`config.mk`:
```
export PLATFORM = sky130hd
export DESIGN_NAME = ahb_arbiter_slave_3
export DESIGN_NICKNAME = d
export VERILOG_FILES = /design/src/rtl/ahb_arbiter_slave_3_pkg.sv /design/src/rtl/ahb_arbiter_slave_3_picker.sv /design/src/rtl/ahb_arbiter_slave_3.sv
export SDC_FILE = /design/constraint.sdc
export NUM_CORES = 1
export LEC_CHECK = 0
export CAP_MARGIN = 20
export CORE_AREA = 2 2 39 41
export CTS_CLUSTER_DIAMETER = 50
export DETAILED_ROUTE_END_ITERATION = 16
export DIE_AREA = 0 0 41 43
export PLACE_DENSITY = 0.45
export SLEW_MARGIN = 10
export SYNTH_ARGS = -nofsm -noshare
export SYNTH_HDL_FRONTEND = slang
export SYNTH_HIERARCHICAL = 1
export SYNTH_SLANG_ARGS = --single-unit
```
`constraint.sdc`:
```
create_clock -name hclk -period 3.1 [get_ports hclk]
set_input_delay 0.62 -clock hclk [delete_from_list [all_inputs] [get_ports hclk]]
set_output_delay 0.62 -clock hclk [all_outputs]
set_load 0.1 [all_outputs]
```
`src/rtl/ahb_arbiter_slave_3_pkg.sv`:
```
// rtl/ahb_arbiter_slave_3_pkg.sv - shared types and defaults for the slave_3 round-robin arbiter
package AHB_package;

    typedef enum logic {ARB_IDLE, ARB_OWN} arb_state_e;

    localparam int ARB_MAX_HOLD_DEF = 4;

endpackage

```
`src/rtl/ahb_arbiter_slave_3_picker.sv`:
```
// rtl/ahb_arbiter_slave_3_picker.sv - combinational round-robin pick starting after i_last_ptr
module ahb_rr_picker #(
    parameter int N  = 2,
    parameter int PW = (N > 1) ? $clog2(N) : 1
) (
    input  logic [N-1:0]  i_req,
    input  logic [PW-1:0] i_last_ptr,
    output logic [N-1:0]  o_winner,
    output logic [PW-1:0] o_winner_idx,
    output logic          o_valid
);

    logic [PW-1:0] w_scan;

    // Scan last_ptr+1 .. last_ptr (wrapping); last_ptr itself is checked last.
    always_comb begin
        o_winner     = '0;
        o_winner_idx = '0;
        o_valid      = 1'b0;
        w_scan       = '0;
        for (int k = 1; k <= N; k++) begin
            w_scan = PW'((int'(i_last_ptr) + k) % N);
            if (!o_valid && i_req[w_scan]) begin
                o_valid          = 1'b1;
                o_winner[w_scan] = 1'b1;
                o_winner_idx     = w_scan;
            end
        end
    end

endmodule

```
`src/rtl/ahb_arbiter_slave_3.sv`:
```
// rtl/ahb_arbiter_slave_3.sv - round-robin arbiter for the master->slave_3 path (option: AHB_ARB_HOLD_LIMIT_EN)
module ahb_arbiter_slave_3
    import AHB_package::*;
#(
    parameter int CHANNEL_NUM = 2,
    parameter int MAX_HOLD    = ARB_MAX_HOLD_DEF
) (
    input  logic                   hclk,
    input  logic                   hreset_n,
    input  logic [CHANNEL_NUM-1:0] req,
    input  logic [CHANNEL_NUM-1:0] lock,
    input  logic                   hready,
    output logic [CHANNEL_NUM-1:0] sel_addr,
    output logic [CHANNEL_NUM-1:0] sel_data,
    output logic                   grant_valid
);

    localparam int PW = (CHANNEL_NUM > 1) ? $clog2(CHANNEL_NUM) : 1;

    arb_state_e             r_state;
    logic [PW-1:0]          r_last_ptr;
    logic [CHANNEL_NUM-1:0] r_sel_addr;
    logic [CHANNEL_NUM-1:0] r_sel_data;

    logic [CHANNEL_NUM-1:0] w_cand_req;
    logic [CHANNEL_NUM-1:0] w_pick;
    logic [PW-1:0]          w_pick_idx;
    logic                   w_pick_valid;
    logic                   w_own_req;
    logic                   w_own_lock;

    // In OWN, r_sel_addr is the owner one-hot, so it doubles as the owner mask.
    assign w_cand_req = req & ~r_sel_addr;
    assign w_own_req  = |(req & r_sel_addr);
    assign w_own_lock = |(lock & r_sel_addr);

    ahb_rr_picker #(
        .N  (CHANNEL_NUM),
        .PW (PW)
    ) u_picker (
        .i_req        (w_cand_req),
        .i_last_ptr   (r_last_ptr),
        .o_winner     (w_pick),
        .o_winner_idx (w_pick_idx),
        .o_valid      (w_pick_valid)
    );

`ifdef AHB_ARB_HOLD_LIMIT_EN
    localparam int HW = $clog2(MAX_HOLD + 1);
    logic [HW-1:0] r_hold_cnt;
    logic          w_limit;
    assign w_limit = (r_hold_cnt == HW'(MAX_HOLD - 1));
`endif

    always_ff @(posedge hclk or negedge hreset_n) begin
        if (!hreset_n) begin
            r_state    <= ARB_IDLE;
            r_last_ptr <= PW'(CHANNEL_NUM - 1);
            r_sel_addr <= '0;
            r_sel_data <= '0;
`ifdef AHB_ARB_HOLD_LIMIT_EN
            r_hold_cnt <= '0;
`endif
        end else if (hready) begin
            r_sel_data <= r_sel_addr;
            case (r_state)
                ARB_IDLE: begin
                    if (w_pick_valid) begin
                        r_state    <= ARB_OWN;
                        r_sel_addr <= w_pick;
                        r_last_ptr <= w_pick_idx;
`ifdef AHB_ARB_HOLD_LIMIT_EN
                        r_hold_cnt <= '0;
`endif
                    end
                end
                ARB_OWN: begin
                    if (w_own_lock) begin
                        r_sel_addr <= r_sel_addr;
                    end else if (!w_own_req) begin
                        if (w_pick_valid) begin
                            r_sel_addr <= w_pick;
                            r_last_ptr <= w_pick_idx;
`ifdef AHB_ARB_HOLD_LIMIT_EN
                            r_hold_cnt <= '0;
`endif
                        end else begin
                            r_state    <= ARB_IDLE;
                            r_sel_addr <= '0;
                        end
`ifdef AHB_ARB_HOLD_LIMIT_EN
                    end else if (w_limit && w_pick_valid) begin
                        r_sel_addr <= w_pick;
                        r_last_ptr <= w_pick_idx;
                        r_hold_cnt <= '0;
                    end else if (!w_limit) begin
                        r_hold_cnt <= r_hold_cnt + 1'b1;
`endif
                    end
                end
                default: r_state <= ARB_IDLE;
            endcase
        end
    end

    assign sel_addr    = r_sel_addr;
    assign sel_data    = r_sel_data;
    assign grant_valid = |r_sel_addr;

    a_params: assert property (@(posedge hclk) (CHANNEL_NUM >= 2) && (MAX_HOLD >= 1));
    a_onehot_addr: assert property (@(posedge hclk) disable iff (!hreset_n) $onehot0(r_sel_addr));
    a_onehot_data: assert property (@(posedge hclk) disable iff (!hreset_n) $onehot0(r_sel_data));
    a_frozen: assert property (@(posedge hclk) disable iff (!hreset_n)
        !hready |=> ($stable(r_sel_addr) && $stable(r_sel_data)));
    a_lock: assert property (@(posedge hclk) disable iff (!hreset_n)
        (r_state == ARB_OWN && w_own_lock) |=> $stable(r_sel_addr));

endmodule

```
==> out/metrics.yaml <==
status: "finished clean"
rsz0062_at_grt: "false"
critPathLaunchType: "flop"
grt_overflow: 0
period_minus_slack_ps: 1870
fmax_ghz: 0.5348
syn-mean-instance-area_um2: 12.05
dieArea_mm2: 0.001763
grt_pass1_wl_um: 1242
drtAntennaViolNets: 0
vias_per_cell: 4.897
maxSlewHeadroom: 0.8061
cts_tree: "yes"
nFillCells: 141
routed_wl_um: 751
drt_iter0_drc: 6
maxSlewViolCount: 0
clock_sinks: 6
slowest_stage: "dfrtp_1"
multi_input_area_um2: 170.2
cts_resized: 0
critPathArrivalTime_ps: 1250
grt_use_total: 0.1080
cts_setup_buffers: 0
syn_inst: 27
num_vias: 284
grt_pass1_vias: 282
ios: 12
crit_required_ps: 2480
fin_skew_ps: 0.7468
numPortBuffers: 11
setup_viol: 0
path_class: "flop to primary output"
max_cap_violations: 0
grt_max_degree: 8
cp-end-kind: "primary output"
critPathMaxStageDelay_ps: 450
syn_to_final_growth_pct: 44.23
synthesis.nets: 34
antenna_found_initial: 0
drive_gt1_frac: 0.3810
clockBufferDepth: 2
start_util: 0.2351
diodes: 0
hold_viol_final: 0
hp-class: "flop to flop"
crit_path_max_fanout: 7
ctsHoldBuffers: 0
route.detailed.drc: 0
clkTransAtPathRegs_ps: 50
cts_buffers: 3
period_share: 0.6031
nets: 50
die_x_um: 41
insertion_delay_ps: 250
core.rowCount: 14
synth_cell_types: 18
mappedNetlistArea_um2: 325.3
synth_seq_cells: 6
tightest_slew_ps: 290.0
core_area_mm2: 0.001384
final_core_util: 0.3391
ff_latch_area_um2: 151.4
cts_max_level: 1
drt_first_pass_iters: 4
post_drt_wl_per_cell_um: 12.95
yosys_warnings: 6
cts_root_buf: "clkbuf_4"
synth-seq-area-share: 0.4654
fin_tns_setup_ps: 0
gp_congestion: 0.7381
die_h_um: 43
crit_chain: "or2_2 > buf_4"
[Yosys cell counts]
cell type  instances  share of area
dfrtp_1            5           0.38
a22o_1             3          0.081
a21boi_0           2          0.046
mux2_2             2          0.069
o21ai_0            2          0.031
a21boi_1           1          0.023
and2b_1            1          0.023
and2b_2            1          0.027
and4_4             1          0.035
dfstp_2            1          0.081
inv_1              1          0.012
mux2_4             1          0.046
nand3_1            1          0.015
o2111ai_1          1          0.027
o211ai_1           1          0.023
o211ai_2           1          0.038
or2_1              1          0.019
or2_2              1          0.019
[critical path, delay by kind of cell, from the launching register on]
family                 cells  cell delay (ps)
buffers and inverters      1              230
flip-flops                 1              450
AND/OR/NAND/NOR            1              320
[registers in the layout, summed over array words and instances, names as in the netlist]
| register | flops |
|---|---|
| sel_addr | 2 |
| sel_data | 2 |
| r_last_ptr | 1 |
| r_state | 1 |
[layout by cell type, fill, tap and decap left out, drive strengths merged, types with 3 or more instances in the layout]
cell / count
buf: 5
clkdlybuf4s50: 6
dfrtp: 5
mux2: 3
clkbuf: 4
a21boi: 3
a22o: 3
[routing by layer]
layer | GRT usage | wire length (um) | up-vias
met5 | 0 | 0 | -
met4 | 0.06000 | 0 | 0
met3 | 0.03141 | 68 | 0
met2 | 0.1438 | 344 | 13
met1 | 0.1503 | 338 | 134
li1 | - | - | 137
[path summary, 6_finish.rpt]
path	start	endpoint	slack (ps)	cells after the start
worst max-delay path	sel_addr[0]	grant_valid	1230	2
worst min-delay path	sel_data[1]	sel_data[1]	520	1
worst max register to register	sel_addr[0]	r_last_ptr	1600	4
worst min register to register	sel_data[1]	sel_data[1]	520	1
max in group asynchronous	hreset_n	r_last_ptr	2210	1
min in group asynchronous	hreset_n	sel_addr[1]	620	1
[through the flow]
| stage | std cells | worst slack (ps) | hold WS, ps | cell area, um2 |
|---|---|---|---|---|
| floorplan | 27 | 929.0 | 324.4 | 325.3 |
| global placement | 54 | 1032 | 492.9 | 442.9 |
| detailed placement | 54 | 1011 | 505.6 | 442.9 |
| CTS | 58 | 1207 | 518.8 | 469.2 |
| global route | 58 | 1172 | 554.8 | 469.2 |
| finish | 58 | 1230 | 517.8 | 469.2 |
[cells by family after synthesis]
logic type | count (synthesis) | synth area share
compound gates | 11 | 0.2692
flops | 6 | 0.4654
simple gates | 6 | 0.1385
mux | 3 | 0.1154
buf+inv | 1 | 0.01153
[cell type report]
cell class,instances,area share
well taps,16,0.04267
flip-flops and latches,6,0.3227
multi-input cells,20,0.3627
inverters,1,0.008000
repair buffers,11,0.2080
clock buffers,4,0.05600
Power is not shown: default switching activity piles up to over one toggle a cycle in this logic, so the estimate is an artifact.
